$ cat src/rtl/heap_ops.sv
// Shared encodings for the BBQ heap pair: heap operation codes and scheduler FSM states.
package heap_ops;

    typedef enum logic [1:0] {
        HEAP_OP_NOP       = 2'd0,
        HEAP_OP_ENQUE     = 2'd1,
        HEAP_OP_DEQUE_MIN = 2'd2,
        HEAP_OP_DEQUE_MAX = 2'd3
    } heap_op_t;

    typedef enum logic [1:0] {
        SCHED_INIT  = 2'd0,
        SCHED_RUN   = 2'd1,
        SCHED_STALL = 2'd2
    } bbq_sched_state_t;

endpackage

$ cat src/rtl/bbq_occ_counter.sv
// Occupancy counter for one heap instance: up/down by one per cycle, with full and empty flags.
module bbq_occ_counter
    import heap_ops::*;
#(
    parameter  int CAPACITY = 64,
    localparam int CW       = $clog2(CAPACITY + 1)
) (
    input  logic          clk,
    input  logic          rst,
    input  logic          i_inc,
    input  logic          i_dec,
    output logic [CW-1:0] o_cnt,
    output logic          o_full,
    output logic          o_empty
);

    logic [CW-1:0] r_cnt;

    always_ff @(posedge clk) begin
        if (rst) begin
            r_cnt <= '0;
        end else if (i_inc && !i_dec) begin
            r_cnt <= r_cnt + CW'(1);
        end else if (i_dec && !i_inc) begin
            r_cnt <= r_cnt - CW'(1);
        end
    end

    assign o_cnt   = r_cnt;
    assign o_full  = (r_cnt == CW'(CAPACITY));
    assign o_empty = (r_cnt == '0);

endmodule

$ cat src/rtl/bbq_pair_scheduler.sv
// Enqueue/dequeue sequencer steering a two-instance BBQ router from a registered issue stage.
// Optional accept/stall statistics are built when BBQ_SCHED_STATS_EN is defined.
module bbq_pair_scheduler
    import heap_ops::*;
#(
    parameter  int DWIDTH      = 32,
    parameter  int PRIOR_WIDTH = 6,
    parameter  int CAPACITY    = 64,
    localparam int CW          = $clog2(CAPACITY + 1)
) (
    input  logic                   clk,
    input  logic                   rst,
    input  logic                   heap_rdy,
    input  logic                   enq_valid,
    input  logic [DWIDTH-1:0]      enq_data,
    input  logic [PRIOR_WIDTH-1:0] enq_prior,
    output logic                   enq_ready,
    input  logic                   deq_valid,
    input  heap_op_t               deq_op,
    output logic                   deq_ready,
    output logic                   rtr_issue,
    output logic                   rtr_ctrl,
    output heap_op_t               rtr_op,
    output logic                   rtr_enq_en,
    output logic [DWIDTH-1:0]      rtr_data,
    output logic [PRIOR_WIDTH-1:0] rtr_prior,
    output logic [CW-1:0]          cnt0,
    output logic [CW-1:0]          cnt1
`ifdef BBQ_SCHED_STATS_EN
    ,
    output logic [31:0]            stat_enq,
    output logic [31:0]            stat_deq,
    output logic [31:0]            stat_stall
`endif
);

    bbq_sched_state_t r_state;
    bbq_sched_state_t w_state_nxt;

    logic [CW-1:0] w_cnt0, w_cnt1;
    logic          w_full0, w_full1, w_empty0, w_empty1;
    logic          w_accepting;
    logic          w_deq_acc, w_enq_acc;
    logic          w_deq_tgt1, w_enq_tgt1, w_enq_tgt_full;
    logic          w_any_acc, w_ctrl_nxt;

    logic                   r_issue_p1;
    logic                   r_ctrl_p1;
    heap_op_t               r_op_p1;
    logic                   r_enq_en_p1;
    logic [DWIDTH-1:0]      r_data_p1;
    logic [PRIOR_WIDTH-1:0] r_prior_p1;

    always_ff @(posedge clk) begin
        if (rst) begin
            r_state <= SCHED_INIT;
        end else begin
            r_state <= w_state_nxt;
        end
    end

    always_comb begin
        w_state_nxt = r_state;
        case (r_state)
            SCHED_INIT:  if (heap_rdy)  w_state_nxt = SCHED_RUN;
            SCHED_RUN:   if (!heap_rdy) w_state_nxt = SCHED_STALL;
            SCHED_STALL: if (heap_rdy)  w_state_nxt = SCHED_RUN;
            default:                    w_state_nxt = SCHED_INIT;
        endcase
    end

    // The enqueue target depends on whether a dequeue is taken this cycle, so it is resolved second.
    always_comb begin
        w_accepting    = (r_state == SCHED_RUN) && heap_rdy;
        deq_ready      = w_accepting && !(w_empty0 && w_empty1);
        w_deq_acc      = deq_valid && deq_ready;
        w_deq_tgt1     = (w_cnt1 > w_cnt0);
        w_enq_tgt1     = w_deq_acc ? !w_deq_tgt1 : (w_cnt1 < w_cnt0);
        w_enq_tgt_full = w_enq_tgt1 ? w_full1 : w_full0;
        enq_ready      = w_accepting && !w_enq_tgt_full;
        w_enq_acc      = enq_valid && enq_ready;
        w_any_acc      = w_deq_acc || w_enq_acc;
        w_ctrl_nxt     = w_deq_acc ? !w_deq_tgt1 : !w_enq_tgt1;
    end

    bbq_occ_counter #(.CAPACITY(CAPACITY)) u_occ0 (
        .clk     (clk),
        .rst     (rst),
        .i_inc   (w_enq_acc && !w_enq_tgt1),
        .i_dec   (w_deq_acc && !w_deq_tgt1),
        .o_cnt   (w_cnt0),
        .o_full  (w_full0),
        .o_empty (w_empty0)
    );

    bbq_occ_counter #(.CAPACITY(CAPACITY)) u_occ1 (
        .clk     (clk),
        .rst     (rst),
        .i_inc   (w_enq_acc && w_enq_tgt1),
        .i_dec   (w_deq_acc && w_deq_tgt1),
        .o_cnt   (w_cnt1),
        .o_full  (w_full1),
        .o_empty (w_empty1)
    );

    // Stage p1: registered issue toward the router, one cycle after acceptance.
    always_ff @(posedge clk) begin
        if (rst) begin
            r_issue_p1  <= 1'b0;
            r_ctrl_p1   <= 1'b0;
            r_op_p1     <= HEAP_OP_NOP;
            r_enq_en_p1 <= 1'b0;
            r_data_p1   <= '0;
            r_prior_p1  <= '0;
        end else begin
            r_issue_p1  <= w_any_acc;
            r_ctrl_p1   <= w_any_acc && w_ctrl_nxt;
            r_op_p1     <= w_deq_acc ? deq_op : HEAP_OP_NOP;
            r_enq_en_p1 <= w_enq_acc;
            r_data_p1   <= w_enq_acc ? enq_data : '0;
            r_prior_p1  <= w_enq_acc ? enq_prior : '0;
        end
    end

    assign rtr_issue  = r_issue_p1;
    assign rtr_ctrl   = r_ctrl_p1;
    assign rtr_op     = r_op_p1;
    assign rtr_enq_en = r_enq_en_p1;
    assign rtr_data   = r_data_p1;
    assign rtr_prior  = r_prior_p1;
    assign cnt0       = w_cnt0;
    assign cnt1       = w_cnt1;

`ifdef BBQ_SCHED_STATS_EN
    logic [31:0] r_stat_enq, r_stat_deq, r_stat_stall;
    logic        w_stall;

    function automatic logic [31:0] sat_inc32(input logic [31:0] v, input logic en);
        return (en && (v != 32'hFFFF_FFFF)) ? v + 32'd1 : v;
    endfunction

    assign w_stall = (enq_valid && !enq_ready) || (deq_valid && !deq_ready);

    always_ff @(posedge clk) begin
        if (rst) begin
            r_stat_enq   <= '0;
            r_stat_deq   <= '0;
            r_stat_stall <= '0;
        end else begin
            r_stat_enq   <= sat_inc32(r_stat_enq, w_enq_acc);
            r_stat_deq   <= sat_inc32(r_stat_deq, w_deq_acc);
            r_stat_stall <= sat_inc32(r_stat_stall, w_stall);
        end
    end

    assign stat_enq   = r_stat_enq;
    assign stat_deq   = r_stat_deq;
    assign stat_stall = r_stat_stall;
`else
    // Statistics hardware is not built in this configuration.
`endif

endmodule

$ cat config.mk
export PLATFORM = sky130hd
export DESIGN_NAME = bbq_pair_scheduler
export DESIGN_NICKNAME = d
export VERILOG_FILES = /design/src/rtl/heap_ops.sv /design/src/rtl/bbq_occ_counter.sv /design/src/rtl/bbq_pair_scheduler.sv
export SDC_FILE = /design/constraint.sdc
export NUM_CORES = 1
export LEC_CHECK = 0
export BUFFER_PORTS_ARGS = -buffer_cell sky130_fd_sc_hd__buf_4
export CAP_MARGIN = 20
export CORE_UTILIZATION = 54
export CTS_BUF_LIST = sky130_fd_sc_hd__clkbuf_8
export DETAILED_ROUTE_END_ITERATION = 10
export GPL_TIMING_DRIVEN = 0
export PLACE_DENSITY = 0.95
export SLEW_MARGIN = 10
export SYNTH_ARGS = -nofsm -noshare
export SYNTH_HDL_FRONTEND = slang
export SYNTH_SLANG_ARGS = --single-unit
$ cat constraint.sdc
create_clock -name clk -period 7.34 [get_ports clk]
set_clock_uncertainty 0.1 [all_clocks]
set_input_delay 0.367 -clock clk [delete_from_list [all_inputs] [get_ports clk]]
set_output_delay 0.367 -clock clk [all_outputs]
set_load 0.01 [all_outputs]
==> qor.yml <==
status:
  status: "completed"
timing:
  fin_ws_ns: 2.57
  tightest_slew_ns: 0.904
  slew_headroom_pct: 39.3
  finalCriticalPeriod_ns: 4.77
  fin_crit_sh_pct: 65.0
  timing.fmax_mhz: 210
  rsz0062_at_grt: "false"
  setup_viol: 0
  hold_viol: 0
  holdWs_ns: 0.108
  final.setup.tns_ns: 0
  report.final.slew_viol_count: 0
setup_path:
  critical_path_class: "flop to flop"
  critPathMaxFanout: 9
  rr_worst_depth: 15
  cp.depth: 15
  worst_setup_path_end_kind: "flop"
  r2r_setup_slack_ns: 2.57
  critPathSlowestCell: "nor3_1"
  cp.buffers_inverters: 2
  r2r_end: "u_occ1.o_cnt[6]"
  crit_arrival_ns: 4.89
  crit_path_max_incr_delay_ns: 0.73
  cp.required_ns: 7.45
  critPathTopFamily: "simple AND/OR/NAND/NOR gates"
  startpoint_type: "flop"
  crit_chain: "inv_1 -> ha_1 -> a21oi_1 -> a21oi_1 -> nor3_1 -> or2_2 -> nor3b_1 -> ha_1 -> inv_1 -> fa_1 -> a211oi_1 -> nor3_1 -> or3b_2 -> xnor2_1 -> nor2_1"
  reg2reg_from: "u_occ0.o_cnt[2]"
floorplan:
  die_y_um: 72.6
  core_area_um2: 4750
  initial_core_util_pct: 56.6
  rows: 25
  die_w_um: 72.6
  io_pins: 104
  die-area_um2: 5270
synth:
  synth_area_leader_cell: "dfxtp_1"
  synth_area_leaders: "dfxtp_1 44%, ha_1 8.8%, a21boi_0 7.8%"
  synth_cell_types: 54
  ys_seq_elements: 59
  synth_fp_nets: 337
  syn-instance-count: 271
  synth_top_area_share_pct: 43.9
  synth.yosys.seq_area_share_pct: 43.9
  synth_ff_type: "dfxtp_1"
  synthArstFlopShare_pct: 0
  syn_area_um2: 2690
  ys_warn_count: 0
  synth_edf_count: 0
  syn_area_per_cell_um2: 9.94
placed_design:
  hpwlAfterDp_mm: 5.34
  gp_congestion: 0.840
  dp.cells: 441
  dp_slack_ns: 2.71
  place.port_buffers: 103
global_routing:
  grt_pass1_vias: 2310
  grt_pass1_wl_mm: 11.0
  grt_usage_pct: 28.0
  grt_max_degree: 12
  antenna_found_initial: 0
  grt-ovfl-total: 0
cells_and_area:
  syn2layout_area_growth_pct: 40.2
  n_antenna_cell: 0
  drive_above_1_share_pct: 34.4
  layout.cells.non_filler: 457
  final_nets: 451
cts:
  clock_sinks: 59
  htree_num_levels: 3
  cts.clk_slew.worst_paths_ns: 0.07
  cts-root-buf: "clkbuf_8"
  cts_max_path_buffers: 2
  cts_post_setup_buffers_inserted: 0
  cts_buffers: 9
  post_cts_resize_count: 0
  cts_tree: "built"
  worstSkewPairLatency_ns: 0.34
  ctsHoldBuffers: 0
pwr:
  p_per_area_nw_per_um2: 427
  total_leakage_power_nw: 1.75
  total_power_mw: 1.61
  ir_drop_v: 0.000366
min_path:
  min_path_cells: 2
  hp-start: "heap_rdy"
  holdCritPathClass: "input port to flop"
  min_to: "r_state[1]"
routing:
  top_layer: "met4"
  m1WireLength_mm: 2.98
  ant_nets: 0
  viasPerCell: 5.48
  dr.pass1.iters: 4
  wl_mm: 7.36
  drt_iter0_markers: 99
  met2_length_mm: 3.68
  vias: 2503
  routed-wl-met3_um: 559
  drcViolationCount: 0
  avgRoutedWirePerCell_um: 16.1
flow_run:
  maxCapViolations: 0
-- state kept, by name, summed over array words and instances (netlist names) --
name          cells
rtr_issue         1
rtr_data         32
rtr_op            2
rtr_prior         6
rtr_ctrl          1
rtr_enq_en        1
u_occ0.o_cnt      7
r_state           2
u_occ1.o_cnt      7
-- cell families after synthesis --
logic type                 count (synthesis)  synth area share, %
AOI/OAI and AO/OA                         77                 20.2
xor gates and xnor gates                   9                 2.93
adders and majority gates                 21                 10.3
buffers and inverters                     25                 4.32
DFF                                       59                 43.9
muxes                                      5                 1.86
and+or+nand+nor                           75                 16.5
-- worst max-delay path by stage --
| stage | startpoint | to | slack (ns) |
|---|---|---|---|
| CTS | u_occ0.o_cnt[2] | u_occ1.o_cnt[6] | 2.65 |
| finish | u_occ0.o_cnt[2] | u_occ1.o_cnt[6] | 2.57 |
| floorplan | u_occ0.o_cnt[2] | u_occ1.o_cnt[6] | 3.36 |
| global placement | u_occ0.o_cnt[2] | u_occ1.o_cnt[6] | 3.01 |
| global route | u_occ0.o_cnt[2] | u_occ1.o_cnt[6] | 2.33 |
| detailed placement | u_occ0.o_cnt[2] | u_occ1.o_cnt[6] | 2.71 |
-- cells in the mapped netlist, types with 2 or more instances --
cell and count:
dfxtp_1 59, a21boi_0 28, ha_1 19, nor2_1 19, inv_1 13, a21oi_1 10
nand2_1 10, a21boi_1 9, nor3_1 8, o21ai_0 8, clkbuf_1 6, xor2_1 6
mux2i_1 5, a211oi_1 4, nand3b_1 4, nor2b_1 4, a211o_1 3, and2_1 3
nand4_1 3, nor4_1 3, o211ai_1 3, xnor2_1 3, a21o_1 2, buf_2 2
fa_1 2, nand3_1 2, nor4b_1 2, o31ai_1 2, or3_1 2, or4_1 2
or4b_2 2
-- final cells by class --
| class | instances | area, um2 |
|---|---|---|
| Sequential cell | 59 | 1180 |
| Inverter | 13 | 48.8 |
| Tap cell | 67 | 83.8 |
| Fill cell | 318 | 978 |
| Multi-Input combinational cell | 187 | 1400 |
| Clock inverter | 6 | 88.8 |
| Timing Repair Buffer | 103 | 773 |
| Buffer | 12 | 67.6 |
| Clock buffer | 10 | 138 |
-- layer usage --
| metal | GRT usage, % | up-vias |
|---|---|---|
| met1 | 33.2 | 1169 |
| met2 | 47.9 | 116 |
| met5 | 0 | - |
| met3 | 5.52 | 15 |
| met4 | 14.6 | 0 |
| li1 | - | 1203 |
-- report_power, final --
| group | internal, mW | leakage [nW] | switching, mW |
|---|---|---|---|
| sequential | 0.380 | 0.477 | 0.0645 |
| combinational | 0.370 | 1.16 | 0.462 |
| clock | 0.200 | 0.108 | 0.135 |
-- per-stage QoR --
| stage | util (%) | instance area, um2 |
|---|---|---|
| after floorplan | - | 2690 |
| after global placement | 74.7 | 3550 |
| after detailed placement | 74.7 | 3550 |
| after CTS | 79.4 | 3780 |
| after global routing | 79.4 | 3780 |
| final | 79.4 | 3780 |
-- placed cells by master (no fill, tap or decap), types with 3 or more instances in the layout --
cell | netlist | routed
nand3b_1 | 4 | 4
xor2_1 | 6 | 6
dfxtp_1 | 59 | 59
a211o_1 | 3 | 3
clkbuf_1 | 6 | 6
ha_1 | 19 | 19
and2_1 | 3 | 3
o211ai_1 | 3 | 3
nor3_1 | 8 | 8
nand4_1 | 3 | 3
a21oi_1 | 10 | 10
a211oi_1 | 4 | 4
nor2b_1 | 4 | 4
o21ai_0 | 8 | 8
mux2i_1 | 5 | 5
a21boi_0 | 28 | 28
clkbuf_8 | 0 | 10
buf_4 | 0 | 103
nor4_1 | 3 | 3
nor2_1 | 19 | 19
nand2_1 | 10 | 10
xnor2_1 | 3 | 3
inv_1 | 13 | 13
a21boi_1 | 9 | 9
(Power assumes the default switching activity.)
